$ cat src/rtl/div_issue_ctrl.sv
// ---------------------------------------------------------------------------
// div_issue_ctrl
//
// Shares one iterative 64-bit signed divider among NUM_REQ issue ports.
// Requests are picked round-robin, the divider is started with a single
// div_valid_in pulse, and its quotient is returned with the operation's tag
// over a ready/valid result port. Divide-by-zero and the one signed overflow
// case (most-negative / -1) are answered directly without using the divider.
// A flush kills whatever is pending or in flight; an operation already
// started in the divider runs to completion and its quotient is dropped.
//
// Ports
//   clk, rst        clock, synchronous active-high reset
//   flush           discard all pending and in-flight work
//   req_valid/ready per-port request handshake (NUM_REQ bits)
//   req_dividend    packed per-port dividends, port i at [64i+63:64i]
//   req_divisor     packed per-port divisors, same packing
//   req_tag         packed per-port tags, port i at [TAG_W*i +: TAG_W]
//   res_valid/ready result handshake toward writeback
//   res_quotient    signed quotient
//   res_tag         tag of the returned result
//   busy            controller is not idle
//   div_dividend    operand to the divider (held from capture)
//   div_divisor     operand to the divider (held from capture)
//   div_valid_in    one-cycle start pulse to the divider
//   div_quotient    quotient from the divider
//   div_valid_out   one-cycle completion pulse from the divider
// ---------------------------------------------------------------------------
module div_issue_ctrl #(
   parameter int NUM_REQ = 2,
   parameter int TAG_W   = 6
) (
   input  logic                     clk,
   input  logic                     rst,
   input  logic                     flush,
   input  logic [NUM_REQ-1:0]       req_valid,
   output logic [NUM_REQ-1:0]       req_ready,
   input  logic [NUM_REQ*64-1:0]    req_dividend,
   input  logic [NUM_REQ*64-1:0]    req_divisor,
   input  logic [NUM_REQ*TAG_W-1:0] req_tag,
   output logic                     res_valid,
   input  logic                     res_ready,
   output logic [63:0]              res_quotient,
   output logic [TAG_W-1:0]         res_tag,
   output logic                     busy,
   output logic [63:0]              div_dividend,
   output logic [63:0]              div_divisor,
   output logic                     div_valid_in,
   input  logic [63:0]              div_quotient,
   input  logic                     div_valid_out
);

   localparam int          PTR_W    = (NUM_REQ > 1) ? $clog2(NUM_REQ) : 1;
   localparam logic [63:0] ALL_ONES = 64'hFFFF_FFFF_FFFF_FFFF;
   localparam logic [63:0] MOST_NEG = 64'h8000_0000_0000_0000;

   typedef enum logic [1:0] {
      IDLE  = 2'd0,
      ISSUE = 2'd1,
      BUSY  = 2'd2,
      RESP  = 2'd3
   } state_t;

   state_t             state;
   state_t             state_next;
   logic [63:0]        op_dvd;
   logic [63:0]        op_dvd_next;
   logic [63:0]        op_dvs;
   logic [63:0]        op_dvs_next;
   logic [TAG_W-1:0]   op_tag;
   logic [TAG_W-1:0]   op_tag_next;
   logic [63:0]        result;
   logic [63:0]        result_next;
   logic               drop;
   logic               drop_next;
   logic [PTR_W-1:0]   ptr;
   logic [PTR_W-1:0]   ptr_next;

   logic               res_valid_q;
   logic               busy_q;
   logic               issue_q;

   logic               grant_found;
   logic [PTR_W-1:0]   grant_idx;
   logic [PTR_W-1:0]   cand;

   logic [63:0]        dvd_arr [NUM_REQ];
   logic [63:0]        dvs_arr [NUM_REQ];
   logic [TAG_W-1:0]   tag_arr [NUM_REQ];

   // Unpack the flat per-port buses so the granted port can be selected by
   // index rather than by a computed part-select.
   for (genvar i = 0; i < NUM_REQ; i++) begin : g_unpack
      assign dvd_arr[i] = req_dividend[64*i +: 64];
      assign dvs_arr[i] = req_divisor[64*i +: 64];
      assign tag_arr[i] = req_tag[TAG_W*i +: TAG_W];
   end

   // Round-robin search: start one past the last granted port and take the
   // first one with a valid request, wrapping modulo NUM_REQ.
   always_comb begin
      grant_found = 1'b0;
      grant_idx   = '0;
      cand        = '0;
      for (int k = 1; k <= NUM_REQ; k++) begin
         cand = PTR_W'((int'(ptr) + k) % NUM_REQ);
         if (!grant_found && req_valid[cand]) begin
            grant_found = 1'b1;
            grant_idx   = cand;
         end
      end
   end

   // Next-state and next-datapath logic. req_ready is the only output
   // produced here; everything else toward the outside comes from flops.
   always_comb begin
      state_next  = state;
      op_dvd_next = op_dvd;
      op_dvs_next = op_dvs;
      op_tag_next = op_tag;
      result_next = result;
      drop_next   = drop;
      ptr_next    = ptr;
      req_ready   = '0;

      case (state)
         IDLE: begin
            if (!flush && grant_found) begin
               req_ready[grant_idx] = 1'b1;
               op_dvd_next          = dvd_arr[grant_idx];
               op_dvs_next          = dvs_arr[grant_idx];
               op_tag_next          = tag_arr[grant_idx];
               ptr_next             = grant_idx;
               // The two cases the divider cannot answer meaningfully are
               // resolved here and go straight to the response state.
               if (dvs_arr[grant_idx] == 64'd0) begin
                  result_next = ALL_ONES;
                  state_next  = RESP;
               end else if (dvd_arr[grant_idx] == MOST_NEG &&
                            dvs_arr[grant_idx] == ALL_ONES) begin
                  result_next = MOST_NEG;
                  state_next  = RESP;
               end else begin
                  state_next = ISSUE;
               end
            end
         end

         ISSUE: begin
            // The start pulse cannot be withdrawn, so a flush here only
            // marks the eventual quotient for discard.
            if (flush) begin
               drop_next = 1'b1;
            end
            state_next = BUSY;
         end

         BUSY: begin
            if (div_valid_out) begin
               if (drop || flush) begin
                  drop_next  = 1'b0;
                  state_next = IDLE;
               end else begin
                  result_next = div_quotient;
                  state_next  = RESP;
               end
            end else if (flush) begin
               drop_next = 1'b1;
            end
         end

         RESP: begin
            if (flush || res_ready) begin
               state_next = IDLE;
            end
         end

         default: begin
            state_next = IDLE;
         end
      endcase
   end

   // State and datapath registers. The externally visible strobes are
   // registered from the next state so they come straight off flops.
   always_ff @(posedge clk) begin
      if (rst) begin
         state       <= IDLE;
         op_dvd      <= '0;
         op_dvs      <= '0;
         op_tag      <= '0;
         result      <= '0;
         drop        <= 1'b0;
         ptr         <= PTR_W'(NUM_REQ - 1);
         res_valid_q <= 1'b0;
         busy_q      <= 1'b0;
         issue_q     <= 1'b0;
      end else begin
         state       <= state_next;
         op_dvd      <= op_dvd_next;
         op_dvs      <= op_dvs_next;
         op_tag      <= op_tag_next;
         result      <= result_next;
         drop        <= drop_next;
         ptr         <= ptr_next;
         res_valid_q <= (state_next == RESP);
         busy_q      <= (state_next != IDLE);
         issue_q     <= (state_next == ISSUE);
      end
   end

   assign res_valid    = res_valid_q;
   assign busy         = busy_q;
   assign div_valid_in = issue_q;
   assign res_quotient = result;
   assign res_tag      = op_tag;
   assign div_dividend = op_dvd;
   assign div_divisor  = op_dvs;

endmodule

$ cat config.mk
export PLATFORM = sky130hd
export DESIGN_NAME = div_issue_ctrl
export DESIGN_NICKNAME = d
export VERILOG_FILES = /design/src/rtl/div_issue_ctrl.sv
export SDC_FILE = /design/constraint.sdc
export NUM_CORES = 1
export LEC_CHECK = 0
export ABC_AREA = 1
export CORE_AREA = 10 10 205 207
export DETAILED_ROUTE_END_ITERATION = 10
export DIE_AREA = 0 0 215 217
export GPL_TIMING_DRIVEN = 1
export PLACE_DENSITY = 0.64
export SYNTH_ARGS = -nofsm -noshare
export SYNTH_HDL_FRONTEND = slang
export SYNTH_SLANG_ARGS = --single-unit
$ cat constraint.sdc
create_clock -name clk -period 3.3 [get_ports clk]
set_clock_uncertainty 0.2 [all_clocks]
set_input_delay 0.825 -clock clk [delete_from_list [all_inputs] [get_ports clk]]
set_output_delay 0.825 -clock clk [all_outputs]
set_load 0.02 [all_outputs]
# Yosys cells after proc, flatten, opt, wreduce, memory -nomap -nowiden
# Index checks and enable logic that the tools add are counted.
# Widths: inputs -> output; s select.
# classes
n_lt_le_gt_ge	5
muxes	38
n_reduce_logical	16
eq_ne	12
bitwise_logic	1
add_sub_neg	2
# ops
op	n
$mux 64	11
$eq 64x64->1 const B	2
$pmux 64 s2	1
$logic_not 64->1	1
$mux 6	3
$mux 2	8
$mux 1	12
$pmux 2 s4	1
$eq 2x2->1 const B	3
$lt 1x2->1 const B	3
$ne 2x2->1 const B	3
$ne 3x3->1 const B	2
$reduce_bool 2->1	3
$reduce_and 5->1	1
$eq 2x1->1 const B	2
$logic_and 1x1->1	4
$reduce_and 2->1	2
$add 1x1->1 const B	2
$ge 2x2->1 const B	1
$logic_not 1->1	2
$logic_not 2->1	1
$logic_or 1x1->1	2
$not 1->2	1
$pmux 1 s2	1
other kinds (2)	2
# totals
input_bits	339
reg_bits	205
elab_cells	84
out_inout_bits	203

# Logic depth before layout (Yosys ltp)
# logic_depth
depth_word	18
mapped_depth	22

# Least setup slack after synthesis
# No wires, ideal clock.
# synth_path
kind	input to output
start	input port req_valid[1]
end	output port req_ready[0]
path_stages	8
required_time_ns	2.275
arrival_time_ns	2.377
path_slack_ns	-0.102
n_path_buf	4
path_cell_list	buf_2 -> buf_2 -> buf_2 -> o21bai_1 -> nor2_1 -> inv_1 -> clkbuf_1 -> nor2_1
# synth_between
elab_chain_cells	12
# synth_lines
element	line	rtl
from (decl)	36	input logic [NUM_REQ-1:0] req_valid,
$mux 1 (not written as such) (2 in a row)	107	if (!grant_found && req_valid[cand]) begin
$mux 1	107	
$logic_not 1->1	107	
$logic_and 1x1->1	107	
$mux 1	107	
$lt 1x2->1 (not written as such) / $ge 1x1->1 (equally long branches)	129	req_ready[grant_idx] = 1'b1;
$logic_and 1x1->1 (not written as such)	129	
$mux 1 (not written as such)	129	
$demux 1 s1	129	
$mux 2 (*)	128	if (!flush && grant_found) begin
$mux 2 (*)	126	case (state)
to (decl)	37	output logic [NUM_REQ-1:0] req_ready,
# Every way passes the cells marked *; elsewhere a longest branch is shown, timed or not. The select of a mux whose other input is x is not followed.

# Final worst setup path
# layout_path
start	input port flush
end	output port req_ready[1]
# layout_between
elab_chain_cells	4
# layout_lines
element	line	rtl
from (decl)	35	input logic flush,
$logic_not 1->1	128	
$logic_and 1x1->1	128	
$mux 2	128	
$mux 2	126	
# No other way between the ends.

==> flow_summary.yaml <==
run_status:
  status: "finished, final reports clean"
logic_synthesis:
  synth_area_um2: 10800
  syn_area_per_cell_um2: 6.23
  ys_ff_latch: 205
  yosysWarnings: 0
  synth_cell_types: 21
  yosysSeqAreaShare_pct: 38.1
  syn_nets: 2068
  synthCells: 1729
cts:
  cts.sinks: 205
  numCtsBuffers: 26
  cts_hold_buf: 0
  root_buffer: "clkbuf_16"
  cts_buffer_depth: 3
  insertion_delay_ps: 540
  path_clk_slew_ps: 60
  cts_max_level: 1
  cts_tree: "done"
die:
  rows: 72
  boundaryPins: 542
  die-area_um2: 46700
  dieHeight_um: 217
  core_um2: 38100
  initial_core_util_pct: 28.3
  die_w_um: 215
sta:
  finalSetupTns_ps: 0
  fin_crit_ps: 3160
  setup_viol_count_final: 0
  worstMarginPinSlew_ps: 1240
  hold_viol: 0
  slew_violations: 0
  fin_crit_sh_pct: 95.7
  relSlewSlack_pct: 17.4
  fmax_mhz: 317
final_layout:
  syn_to_final_growth_pct: 77.1
  drive_gt1_share_pct: 11.4
  final_nets: 2728
  final_common_cell: "nand2_1"
  postLayoutCellArea_um2: 19100
  final_cell_mix: "599 x nand2_1, 537 x clkdlybuf4s50_1, 205 x dfxtp_1, 190 x buf_4, 156 x nor2_1"
  fillerInstances: 3756
placed_design:
  gp_congestion: 0.889
  dp_hpwl_um: 41600
  io_buffers: 541
  place_area_um2: 18100
min_path:
  worstHoldPathType: "reg2reg"
worst_setup_path:
  critPathMaxStageDelay_ps: 420
  crit_chain: "clkdlybuf4s50_1 > o21bai_1 > nor2_4 > inv_1 > nor2_1 > clkdlybuf4s15_1"
  r2r_slack_ps: 400
  crit_path_start_kind: "primary input"
  crit_slowest_cell: "clkdlybuf4s50_1"
  end_kind: "primary output"
  cp.arrival_ps: 2130
  worstSetupPathType: "in2out"
  required_ps: 2270
  cp_max_fo: 4
grt:
  grt_pass1_vias: 13300
  grt_max_degree: 256
  overflow: 0
  grt_pass1_wl_um: 80200
  antenna_found_initial: 5
  grtUsageTotal_pct: 21.7
route:
  dr.first_iter.drc_count: 975
  drc_errors: 0
  vias: 13700
  postRouteAntennaNets: 0
  wire_per_inst_um: 18.3
  viasPerCell: 4.69
  wirelength_um: 53600
  firstDrtPassIters: 5
power_and_ir_drop:
  peakVddDrop_uv: 331
  p_per_area_nw_per_um2: 475
  p_leak_nw: 8.45
flow_run:
  maxCapViolations: 0
## synthesized netlist by cell type
library cell	number	share of area [%]
nand2_1	602	21
dfxtp_1	205	38
nor2_1	163	5.7
o21ai_0	141	6.5
inv_1	138	4.8
a21oi_1	129	6.0
nand3_1	95	4.4
clkbuf_1	74	2.6
a31oi_1	70	4.1
nand3b_1	49	3.4
buf_2	30	1.4
buf_4	14	0.98
buf_1	6	0.21
o21ai_1	4	0.19
buf_6	3	0.31
inv_2	1	0.035
nand2_2	1	0.058
nand2_4	1	0.10
nand4_1	1	0.058
o21bai_1	1	0.070
or2_2	1	0.058
## where the power goes
| part | total, W | leakage [nW] | internal [W] | switching, W |
|---|---|---|---|---|
| registers | 0.00298 | 1.68 | 0.00280 | 0.000176 |
| logic | 0.00321 | 6.34 | 0.00152 | 0.00169 |
| clock network | 0.00287 | 0.419 | 0.00174 | 0.00114 |
| total | 0.00906 | 8.45 | 0.00606 | 0.00300 |
## metal layers
layer,vias to the layer above,track usage (%),wire [um]
met3,57,6.99,4740
met1,6304,25.2,21700
met5,-,0,0
met4,0,5.00,960
met2,492,38.2,26300
li1,6868,-,-
## final cells by class
type,count,area [um2],area share (%)
Timing Repair Buffer,758,7310,38.3
Clock inverter,3,43.8,0.229
Clock buffer,40,805,4.21
Inverter,139,524,2.75
Multi-Input combinational cell,1259,5640,29.5
Tap cell,518,648,3.40
Antenna cell,5,12.5,0.0655
Sequential cell,205,4100,21.5
## stage by stage
step | std cells | power, W | utilization (%) | setup slack [ps] | hold slack [ps]
2_1_floorplan | 1729 | 0.00446 | - | 45.8 | 246
3_3_place_gp | 2875 | 0.00617 | 47.5 | -725 | 255
3_5_place_dp | 2875 | 0.00620 | 47.5 | -785 | 261
4_1_cts | 2921 | 0.00911 | 49.9 | 129 | 270
5_1_grt | 2927 | 0.00953 | 50.1 | -0.921 | 299
6_report | 2927 | 0.00906 | 50.1 | 142 | 267
## sequential cells by signal, summed over array words and instances (netlist names)
name          count
div_divisor      64
res_quotient     64
drop              1
div_dividend     64
busy              1
res_valid         1
ptr               1
div_valid_in      1
res_tag           6
state             2
## worst max-delay path, delay by kind of cell
family	cells	cell delay [ps]
AOI/OAI and AO/OA	1	210
buffers and inverters	3	860
and+or+nand+nor	2	230
## cell families (layout without fill, tap and decap cells)
logic type,count (synthesis),in the layout,synth area share [%]
other,0,5,0
flip-flops,205,205,38.1
AND/OR/NAND/NOR,913,914,34.7
AO/OA/AOI/OAI,345,345,16.9
buffers and inverters,266,940,10.3
## final timing paths
path / startpoint / end / cells after the start
max: flush / req_ready[1] / 6
min: drop / drop / 2
max reg2reg: ptr / res_quotient[48] / 20
min reg2reg: drop / drop / 2
## what timing repair did
item                       CTS  global route
pin swaps                    2             0
buffers inserted             0             0
resized for setup           23            11
gates cloned                 3             1
setup endpoints to repair   66            49
(Power assumes the default switching activity.)
